File: src/rtl/mem_stage_if.sv
// EX/MEM/WB/SRAM-facing signal bundle of the MEM pipeline stage.
// The slave modport is the stage itself; the master modport is its environment.
interface mem_stage_if #(
  parameter int SIDE_W = 64
);
  logic                ex_to_mem_valid;
  logic [SIDE_W+123:0] ex_to_mem_bus;
  logic                ex_req_pending;
  logic                mem_allowin;
  logic                mem_to_ex_ex;
  logic                data_sram_data_ok;
  logic [31:0]         data_sram_rdata;
  logic                wb_allowin;
  logic                mem_to_wb_valid;
  logic [SIDE_W+117:0] mem_to_wb_bus;
  logic [38:0]         mem_to_id_bus;
  logic                flush;

  modport master (
    output ex_to_mem_valid, ex_to_mem_bus, ex_req_pending,
    output data_sram_data_ok, data_sram_rdata, wb_allowin, flush,
    input  mem_allowin, mem_to_ex_ex, mem_to_wb_valid, mem_to_wb_bus, mem_to_id_bus
  );

  modport slave (
    input  ex_to_mem_valid, ex_to_mem_bus, ex_req_pending,
    input  data_sram_data_ok, data_sram_rdata, wb_allowin, flush,
    output mem_allowin, mem_to_ex_ex, mem_to_wb_valid, mem_to_wb_bus, mem_to_id_bus
  );
endinterface

File: src/rtl/mem_stage.sv
// MEM pipeline stage: waits for data-SRAM responses, extends load data, forwards to ID,
// and discards responses still owed to requests killed by a WB flush.
module mem_stage #(
  parameter int SIDE_W = 64
) (
  input  logic        clk,
  input  logic        reset,
  mem_stage_if.slave  io
);
  localparam int IN_W = SIDE_W + 124;

  logic            mem_valid_reg;
  logic [IN_W-1:0] payload_reg;
  logic            buf_valid_reg;
  logic [31:0]     buf_data_reg;
  logic [1:0]      drop_cnt_reg;
  logic [1:0]      drop_cnt_next;

  logic [SIDE_W-1:0] side;
  logic [31:0]       pc;
  logic              rf_we;
  logic [4:0]        rf_waddr;
  logic [31:0]       alu_res;
  logic [4:0]        ld_op;
  logic              mem_req;
  logic              ex_en;
  logic [5:0]        ecode;
  logic [8:0]        esubcode;
  logic [31:0]       badv;

  assign side     = payload_reg[IN_W-1:124];
  assign pc       = payload_reg[123:92];
  assign rf_we    = payload_reg[91];
  assign rf_waddr = payload_reg[90:86];
  assign alu_res  = payload_reg[85:54];
  assign ld_op    = payload_reg[53:49];
  assign mem_req  = payload_reg[48];
  assign ex_en    = payload_reg[47];
  assign ecode    = payload_reg[46:41];
  assign esubcode = payload_reg[40:32];
  assign badv     = payload_reg[31:0];

  logic data_ok_live;
  logic ready_go;
  logic allowin;
  logic to_wb_valid;
  logic owed_now;
  logic drop_dec;
  logic [1:0] drop_inc;

  // A response only belongs to the live instruction once all killed ones are drained.
  assign data_ok_live = io.data_sram_data_ok & (drop_cnt_reg == 2'd0);
  assign ready_go     = ~mem_req | buf_valid_reg | data_ok_live;
  assign allowin      = ~mem_valid_reg | (ready_go & io.wb_allowin);
  assign to_wb_valid  = mem_valid_reg & ready_go & ~io.flush;

  assign owed_now      = mem_valid_reg & mem_req & ~buf_valid_reg & ~data_ok_live;
  assign drop_dec      = io.data_sram_data_ok & (drop_cnt_reg != 2'd0);
  assign drop_inc      = io.flush ? ({1'b0, owed_now} + {1'b0, io.ex_req_pending}) : 2'd0;
  assign drop_cnt_next = drop_cnt_reg + drop_inc - {1'b0, drop_dec};

  logic [31:0] raw_word;
  logic [7:0]  lanes [4];
  logic [7:0]  byte_sel;
  logic [15:0] half_sel;
  logic [31:0] load_val;
  logic [31:0] rf_wdata;

  assign raw_word = buf_valid_reg ? buf_data_reg : io.data_sram_rdata;

  for (genvar gi = 0; gi < 4; gi++) begin : g_lane
    assign lanes[gi] = raw_word[8*gi +: 8];
  end

  assign byte_sel = lanes[alu_res[1:0]];
  assign half_sel = alu_res[1] ? raw_word[31:16] : raw_word[15:0];

  // ld_op is one-hot {w,hu,h,bu,b}
  always_comb begin
    load_val = raw_word;
    if (ld_op[0])      load_val = {{24{byte_sel[7]}}, byte_sel};
    else if (ld_op[1]) load_val = {24'd0, byte_sel};
    else if (ld_op[2]) load_val = {{16{half_sel[15]}}, half_sel};
    else if (ld_op[3]) load_val = {16'd0, half_sel};
  end

  assign rf_wdata = (|ld_op) ? load_val : alu_res;

  always_ff @(posedge clk or posedge reset) begin
    if (reset) begin
      mem_valid_reg <= 1'b0;
      payload_reg   <= '0;
      buf_valid_reg <= 1'b0;
      buf_data_reg  <= '0;
      drop_cnt_reg  <= 2'd0;
    end else begin
      drop_cnt_reg <= drop_cnt_next;
      if (io.flush) begin
        mem_valid_reg <= 1'b0;
        buf_valid_reg <= 1'b0;
      end else if (allowin) begin
        mem_valid_reg <= io.ex_to_mem_valid;
        buf_valid_reg <= 1'b0;
        if (io.ex_to_mem_valid) begin
          payload_reg <= io.ex_to_mem_bus;
        end
      end else if (data_ok_live & mem_valid_reg & mem_req & ~buf_valid_reg) begin
        // WB is stalled: hold the response so the SRAM bus can move on
        buf_valid_reg <= 1'b1;
        buf_data_reg  <= io.data_sram_rdata;
      end
    end
  end

  assign io.mem_allowin     = allowin;
  assign io.mem_to_ex_ex    = mem_valid_reg & ex_en;
  assign io.mem_to_wb_valid = to_wb_valid;
  assign io.mem_to_wb_bus   = {side, pc, rf_we, rf_waddr, rf_wdata, ex_en, ecode, esubcode, badv};
  assign io.mem_to_id_bus   = {mem_valid_reg & rf_we & ~ex_en, rf_waddr, rf_wdata,
                               mem_valid_reg & (|ld_op) & ~ready_go};
endmodule

File: src/flat_wrapper.sv
// flat-port wrapper written by rule: the top's interface ports become plain ports
module mem_stage_flat 
#(
  parameter int SIDE_W = 64
)
  (clk, reset, io_ex_to_mem_valid, io_ex_to_mem_bus, io_ex_req_pending, io_data_sram_data_ok, io_data_sram_rdata, io_wb_allowin, io_flush, io_mem_allowin, io_mem_to_ex_ex, io_mem_to_wb_valid, io_mem_to_wb_bus, io_mem_to_id_bus);
  mem_stage_if #(.SIDE_W(SIDE_W)) io_i ();
  input  logic clk;
  input  logic reset;
  input wire logic [$bits(io_i.ex_to_mem_valid)-1:0] io_ex_to_mem_valid;
  input wire logic [$bits(io_i.ex_to_mem_bus)-1:0] io_ex_to_mem_bus;
  input wire logic [$bits(io_i.ex_req_pending)-1:0] io_ex_req_pending;
  input wire logic [$bits(io_i.data_sram_data_ok)-1:0] io_data_sram_data_ok;
  input wire logic [$bits(io_i.data_sram_rdata)-1:0] io_data_sram_rdata;
  input wire logic [$bits(io_i.wb_allowin)-1:0] io_wb_allowin;
  input wire logic [$bits(io_i.flush)-1:0] io_flush;
  output wire logic [$bits(io_i.mem_allowin)-1:0] io_mem_allowin;
  output wire logic [$bits(io_i.mem_to_ex_ex)-1:0] io_mem_to_ex_ex;
  output wire logic [$bits(io_i.mem_to_wb_valid)-1:0] io_mem_to_wb_valid;
  output wire logic [$bits(io_i.mem_to_wb_bus)-1:0] io_mem_to_wb_bus;
  output wire logic [$bits(io_i.mem_to_id_bus)-1:0] io_mem_to_id_bus;
  assign io_i.ex_to_mem_valid = io_ex_to_mem_valid;
  assign io_i.ex_to_mem_bus = io_ex_to_mem_bus;
  assign io_i.ex_req_pending = io_ex_req_pending;
  assign io_i.data_sram_data_ok = io_data_sram_data_ok;
  assign io_i.data_sram_rdata = io_data_sram_rdata;
  assign io_i.wb_allowin = io_wb_allowin;
  assign io_i.flush = io_flush;
  assign io_mem_allowin = io_i.mem_allowin;
  assign io_mem_to_ex_ex = io_i.mem_to_ex_ex;
  assign io_mem_to_wb_valid = io_i.mem_to_wb_valid;
  assign io_mem_to_wb_bus = io_i.mem_to_wb_bus;
  assign io_mem_to_id_bus = io_i.mem_to_id_bus;
  mem_stage #(.SIDE_W(SIDE_W)) u_core (.clk(clk), .reset(reset), .io(io_i));
endmodule
File: config.mk
export PLATFORM = sky130hd
export DESIGN_NAME = mem_stage_flat
export DESIGN_NICKNAME = d
export VERILOG_FILES = /design/src/rtl/mem_stage_if.sv /design/src/rtl/mem_stage.sv /design/src/flat_wrapper.sv
export SDC_FILE = /design/constraint.sdc
export NUM_CORES = 1
export LEC_CHECK = 0
export ABC_AREA = 1
export ABC_CLOCK_PERIOD_IN_PS = 6800
export BUFFER_PORTS_ARGS = -buffer_cell sky130_fd_sc_hd__clkbuf_2
export CORE_MARGIN = 2
export CORE_UTILIZATION = 40
export DETAILED_ROUTE_END_ITERATION = 16
export PLACE_DENSITY = 0.67
export REMOVE_ABC_BUFFERS = 1
export SETUP_SLACK_MARGIN = 0.2
export SYNTH_ARGS = -nofsm -noshare
export SYNTH_HDL_FRONTEND = slang
export SYNTH_SLANG_ARGS = --single-unit
File: constraint.sdc
create_clock -name clk -period 6.8 [get_ports clk]
set_input_delay 0 -clock clk [delete_from_list [all_inputs] [get_ports clk]]
set_output_delay 0 -clock clk [all_outputs]
set_load 0.005 [all_outputs]
---- After elaboration in Yosys (flattened, before gate mapping) ----
Index checks and enable logic that the tools add are counted.
word-level totals
  bits in latches ......................... 0
  logic and storage cells ................. 60
  bits in registers ....................... 224
  memory bits (read-only) ................. 0
  input port bits ......................... 227
  output and inout bits ................... 224
  memories ................................ 0
  bits in writable memories ............... 0
operators by class
  multipliers ............................. 0
  shifts and indexed selects .............. 0
  add/sub/neg operators ................... 3
  $lt $le $gt $ge ......................... 1
  div/mod/pow operators ................... 0
  bitwise logic cells ..................... 28
  equal/unequal tests ..................... 0
  mux-type cells .......................... 16
  reductions and logical operators ........ 7
operators with widths
  operator                                                  count
  2-to-1 mux 32 bit                                         6
  bitwise AND 1 bit                                         16
  binary-select mux 8 bit (select 2 bit)                    1
  2-to-1 mux 16 bit                                         1
  2-to-1 mux 8 bit                                          2
  NOT 1 bit                                                 8
  AND reduction 3 bit                                       2
  2-to-1 mux 1 bit                                          5
  OR reduction 5 bit                                        1
  nonzero test 2 bit                                        2
  greater-or-equal comparator 3 bit, second input constant  1
  NOT 2 -> 3 bit                                            1
  OR 1 bit                                                  3
  nonzero test 3 bit                                        1
  adder 1 x 1 -> 2 bit                                      1
  adder 2 bit                                               1
  zero test 2 bit                                           1
  2-to-1 mux 2 bit                                          1
  subtractor 2 x 1 -> 2 bit                                 1

---- Depth between registers and ports, before layout ----
Gate-level depths: netlist of run 1.
  depth after elaboration ................. 8
  mapped depth ............................ 12
  depth with buffers taken out ............ 10

---- Worst setup path after synthesis of run 1 ----
OpenSTA, ideal clock, no wires.
  path kind ............................... reg-to-reg
  start point ............................. register u_core.drop_cnt_reg[0]
  end point ............................... register u_core.drop_cnt_reg[1]
  cell stages (with the launch flop) ...... 11
  arrival time ............................ 1.509 ns
  data required time ...................... 6.721 ns
  library setup time ...................... 0.079 ns
  period minus slack after synthesis ...... 1.588 ns
  path slack .............................. 5.212 ns
  buffers on the path ..................... 0
  path through ............................ dfrtp_1 nor2_2 nand2_2 nand2_2 inv_1 ha_1 nand2_1 inv_1 ha_1 xnor2_1 xor2_1
on the way
  cells in the longest elaborated chain, start to end .. 8
  elaborated cells on any way between the ends .. 10
  those cells by class .................... 3 x add/sub; 1 x mux; 4 x bitwise; 2 x reduce/logical
RTL lines
  what                               line             RTL
  start, declared                    mem_stage.sv:16  logic [1:0] drop_cnt_reg;
  start signal, assigned             mem_stage.sv:97  drop_cnt_reg <= drop_cnt_next;
  zero test 2 bit                    mem_stage.sv:52  assign data_ok_live = io.data_sram_data_ok & (drop_cnt_reg == 2'd0);
  bitwise AND 1 bit                  mem_stage.sv:52
  NOT 1 bit                          mem_stage.sv:57  assign owed_now = mem_valid_reg & mem_req & ~buf_valid_reg & ~data_ok_live;
  bitwise AND 1 bit                  mem_stage.sv:57
  adder 1 x 1 -> 2 bit               mem_stage.sv:59  assign drop_inc = io.flush ? ({1'b0, owed_now} + {1'b0, io.ex_req_pending}) : 2'd0;
  2-to-1 mux 2 bit                   mem_stage.sv:59
  adder 2 bit                        mem_stage.sv:60  assign drop_cnt_next = drop_cnt_reg + drop_inc - {1'b0, drop_dec};
  subtractor 2 x 1 -> 2 bit *        mem_stage.sv:60
  named net u_core.drop_cnt_next[1]  mem_stage.sv:17  logic [1:0] drop_cnt_next;
Mark *: on every way through the listed nets, which the timed path passes. The rest lies on a longest branch.
A chain may end at the register's enable or synchronous reset.

---- Worst setup path after layout of run 1 ----
  start point ............................. register u_core.payload_reg[49]
  end point ............................... output io_mem_to_id_bus[11]
on the way
  cells in the longest elaborated chain, start to end .. 2
  elaborated cells on any way between the ends .. 3
  those cells by class .................... 2 x mux; 1 x reduce/logical
RTL lines
  what                                                            line                              RTL
  start, declared                                                 mem_stage.sv:13                   logic [IN_W-1:0] payload_reg;
  start signal, assigned                                          mem_stage.sv:105                  payload_reg <= io.ex_to_mem_bus;
  OR reduction 5 bit / 2-to-1 mux 32 bit (equally long branches)  mem_stage.sv:87, mem_stage.sv:81
  2-to-1 mux 32 bit *                                             mem_stage.sv:87                   assign rf_wdata = (|ld_op) ? load_val : alu_res;
  end, declared                                                   flat_wrapper.sv:21                output wire logic [$bits(io_i.mem_to_id_bus)-1:0] io_mem_to_id_bus;
Every way passes the cells marked *; elsewhere a longest branch is shown, timed or not.

==> summary.txt, run 1 <==
Status
  – Status: complete, no violations

Timing
  – Fmax achieved: 0.299 GHz
  – Final Skew: between 0.01 and 0.015 ns
  – Worst slew pin tran: 1.17 ns
  – Fin. max-slew vios: 0
  – # setup viols final: 0
  – RSZ-0062 raised after global routing: no
  – Fin. Hold Viols: 0
  – TNS Setup: 0 ns
  – Worst Slack Setup Final: between 3 and 4 ns
  – Tmin final: 3.34 ns
  – Worst slew margin: between 20% and 30%
  – Final period utilization: roughly half

Yosys
  – Yosys reg bits: around 220
  – Yosys cell types: 33
  – Synth Warn #: 0
  – Syn Inst Count: 1488
  – Post-Syn Area per Cell: between 8 and 9 um2
  – Cell Area, Synth: approximately 0.013 mm2
  – Number of synthesized flops with an enable pin: 0
  – Fraction of registers with async set/reset: 100%
  – Sequential-to-total area share from yosys stat: ~45%
  – Main synth FF type: dfrtp_1

Place
  – Dpl ws: between 3 and 4 ns
  – Final GP Congestion: approximately 0.85
  – IO buf count: 450
  – Post-DP HPWL: between 20000 and 25000 um
  – DP Cell Count: roughly 2100

Cells and area
  – Layout Cells excl Fill: 2385
  – Layout cells sized above 1: 34.3%
  – Area Growth Syn to Fin: 34.4%
  – Post-Route Utilization: a little over half
  – Final nets: ~2200
  – Max FFs per register: between 150 and 200
  – Fillers: between 2000 and 3000

Critical path
  – CP Max Fanout: 39
  – Startpoint class of the critical path: flop
  – Critical path class: flop to output pin
  – Crit path required time: about 7 ns
  – WP data arrival: between 3 and 4 ns
  – Crit end category: output pin

Route
  – Initial drt markers: ~710
  – Routed Antenna Nets: 0
  – Routed vias/inst: roughly 4.6
  – Final WL: 37400 um
  – Vias: around 11000
  – Drt pass-1 iters: 6
  – Wire per inst: 15.7 um
  – Residual DRC: 0

Power and ir drop
  – PD cells: slightly below 300 mW/mm2
  – Worst VDD drop: ~0.19 mV
  – Leak: between 9 and 10 nW
  – Power consumption: roughly 4.9 mW

Clock tree
  – H-tree depth: 1
  – Clk sinks: 224
  – CTS tree: built
  – Worst-path clk slew: around 0.06 ns
  – Number of buffers created by CTS: 27
  – Clock Tree Root: clkbuf_16
  – Later-pin clock latency in the skew report: ~0.53 ns
  – Clock Tree Buf Depth: 3

Global route
  – Vias in the first global route: between 10000 and 15000
  – GRT Util Overall: 22.3%
  – First-pass GRT wire length: 59400 um
  – Total gr overflow: 0
  – Initial antenna violation count: 2
  – Largest net degree at the start of global routing: ~210

Floorplan
  – Die Y: between 150 and 200 um
  – Die area: around 0.033 mm2
  – Die W: 181 um
  – Num ports: 451
  – Initial core utilization: between 40% and 50%
  – CORE AREA: a little over 0.03 mm2
  – Num rows: 64

Worst hold path
  – Path type of the worst min-delay path: primary input to flop

Run
  – MaxCap Viol Count: 0
[metrics by stage]
step / cell area (um2) / hold slack (ns)
finish: 16800 / 0.0383
global route: 16800 / 0.0815
CTS: 16800 / 0.0175
detailed placement: 13400 / 0.159
global placement: 13400 / 0.158
floorplan: 10500 / 0.0295
[critical path, cell delays in order, from the launching register on]
cell	delay, ns
dfrtp_1	0.40
nor2_1	0.70
nand2_4	0.35
nor2_8	0.31
inv_2	0.32
nand2_1	0.19
inv_1	0.07
a21oi_1	0.26
clkbuf_2	0.18
[worst paths after layout]
kind	start	to	slack (ns)	cells past startpoint
worst min-delay path	io_ex_req_pending	u_core.drop_cnt_reg[1]	0.04	5
max in group asynchronous	reset	u_core.payload_reg[166]	5.23	4
worst min register to register	u_core.buf_data_reg[0]	u_core.buf_data_reg[0]	0.47	2
worst max register to register	u_core.buf_valid_reg	u_core.buf_data_reg[7]	3.64	8
worst max-delay path	u_core.payload_reg[49]	io_mem_to_id_bus[11]	3.46	8
min in group asynchronous	reset	u_core.payload_reg[170]	0.09	3
[layer usage]
layer  vias to the layer above  wire length, um  GRT usage, %
met3                        96             2740          4.27
met4                         2             1500          8.84
li1                       5335                -             -
met1                      5159            14300          25.8
met2                       475            18900          40.6
met5                         -               11             0
[logic make-up after synthesis]
kind of cell | Yosys count | synth area share [%]
AND/OR/NAND/NOR | 507 | 16.4
buffers and inverters | 488 | 22.8
AO/OA/AOI/OAI | 262 | 15.4
flip-flops | 224 | 44.8
XOR/XNOR | 3 | 0.210
adder cells (fa/ha/maj) | 3 | 0.300
multiplexers | 1 | 0.0800
[cell type report]
| class | instances | area, um2 | share of cell area, % |
|---|---|---|---|
| sequential | 224 | 5610 | 33.3 |
| timing repair buffer | 709 | 4840 | 28.8 |
| multi-input combinational | 776 | 4070 | 24.2 |
| inverter | 230 | 871 | 5.18 |
| clock buffer | 37 | 803 | 4.77 |
| tap | 396 | 495 | 2.94 |
| clock inverter | 12 | 143 | 0.848 |
| antenna | 1 | 2.50 | 0.0149 |
[synthesized netlist by cell type, types with 2 or more instances]
| cell | n | area [um2] |
|---|---|---|
| nand2_2 | 4 | 25.0 |
| nor2_2 | 3 | 18.8 |
| dfrtp_1 | 224 | 5610 |
| xor2_1 | 2 | 17.5 |
| o21ai_2 | 141 | 1230 |
| clkbuf_1 | 10 | 37.5 |
| buf_2 | 21 | 105 |
| ha_1 | 3 | 37.5 |
| o21ai_1 | 41 | 205 |
| inv_1 | 226 | 848 |
| nor2_1 | 57 | 214 |
| nor2_4 | 2 | 22.5 |
| nand3_1 | 58 | 290 |
| buf_6 | 39 | 439 |
| a21oi_2 | 18 | 158 |
| o21ai_0 | 27 | 135 |
| inv_2 | 4 | 15.0 |
| a21oi_1 | 21 | 105 |
| o22ai_1 | 2 | 12.5 |
| nor3_1 | 2 | 10.0 |
| a31oi_1 | 10 | 62.6 |
| buf_4 | 187 | 1400 |
| nand2_1 | 376 | 1410 |
[what timing repair did]
| item | CTS | global route |
|---|---|---|
| hold endpoints to repair | 314 | 0 |
| buffers inserted | 0 | 0 |
| resized for setup | 0 | 0 |
| hold buffers | 252 | 0 |
[layout by cell type, fill, tap and decap left out, types with 2 or more instances in the layout]
cell             n
a21oi_1         21
a21oi_2         18
a31oi_1         10
buf_4            6
bufinv_16        3
clkbuf_16       27
clkbuf_2       450
clkbuf_8         9
clkinv_2         7
clkinv_4         2
dfrtp_1        224
dlygate4sd3_1  252
ha_1             3
inv_1          225
inv_2            4
nand2_1        376
nand2_2          4
nand3_1         58
nor2_1          57
nor2_2           3
nor2_4           2
nor3_1           2
o21ai_0         27
o21ai_1         41
o21ai_2        141
o22ai_1          2
xor2_1           2
[where the power goes]
part	total, mW	internal (mW)	switching (mW)
registers	1.85	1.64	0.204
logic	1.50	0.669	0.829
clock network	1.52	0.936	0.580
Power figures use the tool's default switching activity.
==> inputs of run 2 (changes only) <==
--- a/config.mk
+++ b/config.mk
@@ -5,13 +5,12 @@
 export SDC_FILE = /design/constraint.sdc
 export NUM_CORES = 1
 export LEC_CHECK = 0
-export ABC_AREA = 1
-export ABC_CLOCK_PERIOD_IN_PS = 6800
+export ABC_AREA = 0
+export ABC_CLOCK_PERIOD_IN_PS = 3440
 export BUFFER_PORTS_ARGS = -buffer_cell sky130_fd_sc_hd__clkbuf_2
-export CORE_MARGIN = 2
-export CORE_UTILIZATION = 40
+export CORE_AREA = 2 2 175 177
 export DETAILED_ROUTE_END_ITERATION = 16
-export PLACE_DENSITY = 0.67
+export DIE_AREA = 0 0 177 179
 export REMOVE_ABC_BUFFERS = 1
 export SETUP_SLACK_MARGIN = 0.2
 export SYNTH_ARGS = -nofsm -noshare
==> constraint.sdc (replaced) <==
create_clock -name clk -period 3.44 [get_ports clk]
set_input_delay 0 -clock clk [delete_from_list [all_inputs] [get_ports clk]]
set_output_delay 0 -clock clk [all_outputs]
set_load 0.005 [all_outputs]
==> run 2 against run 1 <==
Compared with the run above: total power is 81% higher; area after synthesis is 12% lower; critical path depth is 3 lower; critical endpoint is now io_mem_to_id_bus[1]; largest power group unchanged.
==> summary.txt, run 2 <==
Global route
  – Largest net degree at the start of global routing: 121 (was 211)
  – First-pass GRT wire length: 46700 um (was 59400 um)
  – GRT Util Overall: 18.8% (was 22.3%)
  – Vias in the first global route: 8600 (was 11445)
  – Initial antenna violation count: 1 (was 2)
  – Total gr overflow: 0 (unchanged)

Yosys
  – Synth top cells by count: dfrtp_1, mux2_2, buf_4, nor2_1, a21oi_1 (was nand2_1, inv_1, dfrtp_1, buf_4, o21ai_2)
  – Top post-synthesis cells by area: dfrtp_1, mux2_2, buf_4 (was dfrtp_1, nand2_1, buf_4)
  – Synth Warn #: 0 (unchanged)
  – Main synth FF type: dfrtp_1 (unchanged)
  – Yosys cell types: 37 (was 33)
  – Post-Syn Area per Cell: 12.6 um2 (was 8.41 um2)
  – Fraction of registers with async set/reset: 100% (unchanged)
  – Yosys reg bits: 224 (unchanged)
  – Synth Area in Simple Gates: 3.22% (was 16.4%)
  – Cell Area, Synth: 0.0111 mm2 (was 0.0125 mm2)
  – Area leader, netlist: dfrtp_1 (unchanged)
  – Sequential-to-total area share from yosys stat: 50.7% (was 44.8%)
  – Count leader, synth: dfrtp_1 (was nand2_1)
  – Compound-gate portion of the synthesized area: 4.42% (was 15.4%)
  – Number of synthesized flops with an enable pin: 0 (unchanged)
  – Largest family of logic cells by synthesized area: multiplexers (was buffers and inverters)
  – Syn Inst Count: 877 (was 1488)
  – Top cell type's share of synthesized area: 50.7% (was 44.8%)
  – Synth Area in XOR/XNOR: 0.238% (was 0.210%)
  – Post-synthesis mux area share: 26.0% (was 0.0800%)
  – Synth Area in Adders: 0.340% (was 0.300%)

Place
  – IO buf count: 450 (unchanged)
  – Final GP Congestion: 0.775 (was 0.848)
  – DP Cell Count: 1506 (was 2083)
  – Post-DP HPWL: 21000 um (was 23900 um)

Route
  – Final WL: 31000 um (was 37400 um)
  – M1 WL: 11900 um (was 14300 um)
  – Uppermost layer routed: met4 (was met5)
  – Vias: 8199 (was 11067)
  – Drt pass-1 iters: 4 (was 6)
  – Routed vias/inst: 4.61 (was 4.64)
  – Residual DRC: 0 (unchanged)
  – Routed Antenna Nets: 0 (unchanged)
  – Wire length on met3: 2140 um (was 2740 um)
  – Wire per inst: 17.4 um (was 15.7 um)
  – Initial drt markers: 273 (was 712)
  – Met2 routed WL: 16300 um (was 18900 um)

Timing
  – # setup viols final: 0 (unchanged)
  – Worst slew margin: 44.3% (was 22.0%)
  – RSZ-0062 raised after global routing: no (unchanged)
  – Fin. max-slew vios: 0 (unchanged)
  – Hold_ws: 0.0903 ns (was 0.0383 ns)
  – Fmax achieved: 0.329 GHz
  – Final Skew: 0.0123 ns (was 0.0117 ns)
  – Fin. Hold Viols: 0 (unchanged)
  – Tmin final: between 3 and 4 ns
  – Final period utilization: slightly below 90%
  – Worst slew pin tran: 0.829 ns (was 1.17 ns)

Floorplan
  – Initial core utilization: 36.8% (was 40.8%)
  – Die W: 177 um (was 181 um)
  – Die Y: 179 um (was 181 um)
  – Num ports: 451 (unchanged)
  – CORE AREA: 0.0300 mm2 (was 0.0307 mm2)
  – Num rows: 64 (unchanged)
  – Die area: 0.0317 mm2 (was 0.0327 mm2)

Cells and area
  – Fillers: 2607 (was 2712)
  – Max FFs per register: 188 (unchanged)
  – Area occupied by multi-input gates: 0.00379 mm2 (was 0.00407 mm2)
  – Commonest non-fill, non-tap cell in the layout: clkbuf_2 (unchanged)
  – Layout Cells excl Fill: 1780 (was 2385)
  – Area Growth Syn to Fin: 39.9% (was 34.4%)
  – Post-Route Utilization: 51.5% (was 54.9%)
  – Final nets: 1595 (was 2198)
  – Commonest non-fill, non-tap cells in the layout: clkbuf_2, dlygate4sd3_1, dfrtp_1 (was clkbuf_2, nand2_1, dlygate4sd3_1)
  – Reg area: 0.00561 mm2 (about the same)
  – Layout cells sized above 1: 53.0% (was 34.3%)

Run
  – MaxCap Viol Count: 0 (unchanged)

Critical path
  – Crit end category: output pin (unchanged)
  – Crit-path slowest cell: and2_1 (was nor2_1)
  – Crit path cell chain: nor4_2 > and2_1 > nor2_1 > a221o_1 > clkbuf_2 (was nor2_1 > nand2_4 > nor2_8 > inv_2 > nand2_1 > inv_1 > a21oi_1 > clkbuf_2)
  – Crit path required time: 3.44 ns (was 6.80 ns)
  – CP Max Fanout: 21 (was 39)
  – Critical path class: flop to output pin (unchanged)
  – Critical Path Max Stage Delay: 0.78 ns (was 0.70 ns)
  – Startpoint class of the critical path: flop (unchanged)
  – WP data arrival: 3.04 ns (was 3.34 ns)

Worst hold path
  – Path type of the worst min-delay path: primary input to flop (unchanged)

Clock tree
  – Clock Tree Root: clkbuf_16 (unchanged)
  – Post-CTS sizing: 0 (unchanged)
  – Worst-path clk slew: 0.06 ns (about the same)
  – Clk sinks: 224 (unchanged)
  – CTS tree: built (unchanged)
  – Post-CTS setup buffer count: 0 (unchanged)
  – Clock Tree Buf Depth: 3 (unchanged)
  – Number of buffers created by CTS: 26 (was 27)
  – Later-pin clock latency in the skew report: 0.53 ns (about the same)
  – H-tree depth: 1 (unchanged)

Power and ir drop
  – PD cells: 571 mW/mm2 (was 289 mW/mm2)
  – Power consumption: 8.83 mW (was 4.86 mW)
  – Leak: 7.34 nW (was 9.21 nW)
  – Worst VDD drop: 0.398 mV (was 0.191 mV)

Status
  – Status: complete, no violations (unchanged)
## run 2: cell families after synthesis
kind of cell	Yosys count
and+or+nand+nor	83
xor gates and xnor gates	3
buffers and inverters	234
muxes	257
DFF	224
adders and majority gates	3
AOI/OAI and AO/OA	73
## run 2: worst max-delay path: cells and delay by family (launching register included)
kind / cells / cell delay (ns)
buffers and inverters: 1 / 0.13
and+or+nand+nor: 3 / 1.57
DFF: 1 / 0.45
AOI/OAI and AO/OA: 1 / 0.36
## run 2: routing by layer
layer  global-route usage (%)  up-vias
li1                         -     3826
met1                     22.0     4012
met2                     34.6      318
met3                     4.03       43
met4                     4.86        0
met5                        0        -
## run 2: cell type report
class	instances	area share, %
inverter	7	0.218
timing repair buffer	687	30.1
sequential	224	36.3
tap	396	3.20
antenna	1	0.0162
clock buffer	35	4.82
clock inverter	11	0.874
multi-input combinational	419	24.5
## run 2: path summary, 6_finish.rpt
check | start | end | slack, ns | cells after the start
min in group asynchronous | reset | u_core.payload_reg[20] | 0.22 | 3
max reg2reg | u_core.buf_valid_reg | u_core.payload_reg[14] | 0.97 | 5
min reg2reg | u_core.payload_reg[167] | u_core.payload_reg[167] | 0.49 | 1
min | io_data_sram_data_ok | u_core.drop_cnt_reg[0] | 0.09 | 5
max | u_core.payload_reg[49] | io_mem_to_id_bus[1] | 0.40 | 5
max in group asynchronous | reset | u_core.payload_reg[148] | 2.38 | 4
## run 2: timing repair
action | CTS | global route
hold buffers | 227 | 0
endpoints found under the hold margin | 336 | 0
setup endpoints to repair | 0 | 0
## run 2: report_power, final
part / leakage (nW) / internal (mW) / total [mW] / switching (mW)
Combinational: 4.22 / 1.34 / 2.42 / 1.08
Sequential: 2.69 / 3.22 / 3.56 / 0.343
Clock: 0.432 / 1.74 / 2.84 / 1.11
## run 2: per-stage QoR
stage               setup TNS, ns  instance area, um2  setup WS (ns)
finish                          0               15500          0.403
global placement                0               12300           1.02
floorplan                -1349.95                9410          -3.98
detailed placement              0               12300          0.983
global route                    0               15500          0.201
CTS                             0               15500          0.405
==> inputs of run 3 (changes only) <==
--- a/config.mk
+++ b/config.mk
@@ -6,7 +6,7 @@
 export NUM_CORES = 1
 export LEC_CHECK = 0
 export ABC_AREA = 0
-export ABC_CLOCK_PERIOD_IN_PS = 3440
+export ABC_CLOCK_PERIOD_IN_PS = 3480
 export BUFFER_PORTS_ARGS = -buffer_cell sky130_fd_sc_hd__clkbuf_2
 export CORE_AREA = 2 2 175 177
 export DETAILED_ROUTE_END_ITERATION = 16
==> constraint.sdc (replaced) <==
create_clock -name clk -period 3.48 [get_ports clk]
set_input_delay 0 -clock clk [delete_from_list [all_inputs] [get_ports clk]]
set_output_delay 0 -clock clk [all_outputs]
set_load 0.005 [all_outputs]
==> run 3 against run 2 <==
Compared with the run above: worst hold slack improved by 0.015 ns; clock skew is 0.0032 ns lower; flip-flop and latch count unchanged; clock power is 8.8% higher; sequential power shrank 1%; critical path type unchanged; largest cell class unchanged; highest routed layer unchanged.
==> summary.txt, run 3 (synthesis results as in run 2) <==
Status
  – Status: complete, no violations (unchanged)

Place
  – IO buf count: 450 (unchanged)
  – DP Cell Count: 1505 (was 1506)
  – Final GP Congestion: 0.770 (was 0.775)
  – Post-DP HPWL: 20700 um (was 21000 um)

Floorplan
  – Num rows: 64 (unchanged)
  – Num ports: 451 (unchanged)
  – Initial core utilization: 36.8% (unchanged)
  – Die Y: 179 um (unchanged)
  – Die area: 0.0317 mm2 (unchanged)
  – Die W: 177 um (unchanged)
  – CORE AREA: 0.0300 mm2 (unchanged)

Power and ir drop
  – Leak: 7.38 nW (was 7.34 nW)
  – PD cells: 578 mW/mm2 (was 571 mW/mm2)
  – Worst VDD drop: 0.446 mV (was 0.398 mV)

Clock tree
  – Clock Tree Buf Depth: 3 (unchanged)
  – Clock Tree Root: clkbuf_16 (unchanged)
  – Post-CTS setup buffer count: 0 (unchanged)
  – Number of buffers created by CTS: 26 (unchanged)
  – Post-CTS sizing: 0 (unchanged)
  – Worst-path clk slew: 0.06 ns (about the same)
  – Clk sinks: 224 (unchanged)
  – CTS Hold Bufs: 225 (was 227)
  – CTS tree: built (unchanged)
  – H-tree depth: 1 (unchanged)
  – Later-pin clock latency in the skew report: 0.52 ns (was 0.53 ns)

Cells and area
  – Final nets: 1592 (was 1595)
  – Commonest non-fill, non-tap cell in the layout: clkbuf_2 (unchanged)
  – N_diodes: 0 (was 1)
  – Fillers: 2571 (was 2607)
  – Layout cells sized above 1: 53.3% (was 53.0%)
  – Layout Cells excl Fill: 1778 (was 1780)
  – Area Growth Syn to Fin: 40.6% (was 39.9%)
  – Max FFs per register: 188 (unchanged)
  – Commonest non-fill, non-tap cells in the layout: clkbuf_2, dlygate4sd3_1, dfrtp_1 (unchanged)

Global route
  – First-pass GRT wire length: 46500 um (was 46700 um)
  – Initial antenna violation count: 0 (was 1)
  – Vias in the first global route: 8462 (was 8600)
  – Largest net degree at the start of global routing: 130 (was 121)
  – GRT Util Overall: 18.6% (was 18.8%)
  – Total gr overflow: 0 (unchanged)

Route
  – Wire per inst: 17.3 um (was 17.4 um)
  – Routed Antenna Nets: 0 (unchanged)
  – Residual DRC: 0 (unchanged)
  – Routed vias/inst: 4.59 (was 4.61)
  – Drt pass-1 iters: 4 (unchanged)
  – Vias: 8156 (was 8199)
  – Final WL: 30700 um (was 31000 um)
  – Met2 routed WL: 15900 um (was 16300 um)
  – Initial drt markers: 257 (was 273)
  – Uppermost layer routed: met4 (unchanged)
  – Wire length on met3: 2060 um (was 2140 um)
  – M1 WL: 11800 um (was 11900 um)

Timing
  – Fin. max-slew vios: 0 (unchanged)
  – Fmax achieved: 0.340 GHz
  – Worst slew pin tran: 0.920 ns (was 0.829 ns)
  – Final Skew: 0.00914 ns (was 0.0123 ns)
  – Final period utilization: between 80 and 90%
  – Fin. Hold Viols: 0 (unchanged)
  – Worst slew margin: 38.7% (was 44.3%)
  – Hold_ws: 0.105 ns (was 0.0903 ns)
  – RSZ-0062 raised after global routing: no (unchanged)
  – # setup viols final: 0 (unchanged)
  – Tmin final: ~2.9 ns

Run
  – MaxCap Viol Count: 0 (unchanged)

Critical path
  – Worst path bufs/invs: 1 (unchanged)
  – R2R setup slack: 1.01 ns (was 0.97 ns)
  – Crit-path slowest cell: and2_1 (unchanged)
  – Crit path cell chain: nor4_2 > and2_1 > nor2_1 > a221o_1 > clkbuf_2 (unchanged)
  – Worst R2R Start: u_core.buf_valid_reg (unchanged)
  – CP Max Fanout: 21 (unchanged)
  – Crit path required time: 3.48 ns (was 3.44 ns)
  – Startpoint class of the critical path: flop (unchanged)
  – Critical path class: flop to output pin (unchanged)
  – Critical Path Max Stage Delay: 0.74 ns (was 0.78 ns)
  – Crit end category: output pin (unchanged)
  – Critical path launch point: u_core.payload_reg[49] (unchanged)
  – Family with the most delay on the worst path: simple AND/OR/NAND/NOR gates (unchanged)
  – WP data arrival: 2.94 ns (was 3.04 ns)

Worst hold path
  – Path type of the worst min-delay path: primary input to flop (unchanged)
  – Worst hold start: io_data_sram_data_ok (unchanged)
[run 3: layer usage]
layer / vias to the layer above / track usage [%]
met5: - / 0
met3: 52 / 4.07
met4: 0 / 5.65
li1: 3815 / -
met1: 3966 / 22.1
met2: 323 / 33.4
[run 3: final cells by class]
cell class	count	area (um2)	share of cell area, %
Sequential cell	224	5610	36.1
Clock buffer	37	803	5.17
Multi-Input combinational cell	419	3790	24.4
Inverter	7	33.8	0.217
Timing Repair Buffer	684	4620	29.7
Clock inverter	11	189	1.22
Tap cell	396	495	3.19
[run 3: tightest hold or removal path, cell delays in order]
cell	delay (ns)
clkbuf_2	0.09
o21a_1	0.11
ha_1	0.22
inv_1	0.05
ha_1	0.12
[run 3: metrics by stage]
step | TNS (ns) | worst slack [ns] | utilization, % | total power [mW] | cell area [um2]
finish | 0 | 0.537 | 51.8 | 8.99 | 15500
detailed placement | 0 | 1.03 | 41.0 | 5.73 | 12300
CTS | 0 | 0.500 | 51.8 | 9.09 | 15500
global placement | 0 | 1.07 | 41.0 | 5.68 | 12300
floorplan | -1333.47 | -3.94 | - | 4.62 | 9410
global route | 0 | 0.313 | 51.8 | 9.49 | 15500
[run 3: final timing paths]
kind | depth (start not counted) | endpoint
setup / recovery | 5 | io_mem_to_id_bus[1]
hold / removal | 5 | u_core.drop_cnt_reg[0]
setup reg to reg | 5 | u_core.payload_reg[125]
hold reg to reg | 1 | u_core.payload_reg[163]
max in group asynchronous | 4 | u_core.payload_reg[58]
min in group asynchronous | 3 | u_core.payload_reg[147]
[run 3: power breakdown]
group	leakage [nW]	switching, mW	total [mW]	internal (mW)
clock network	0.485	1.11	3.09	1.97
registers	2.69	0.337	3.52	3.18
logic	4.20	1.07	2.38	1.32
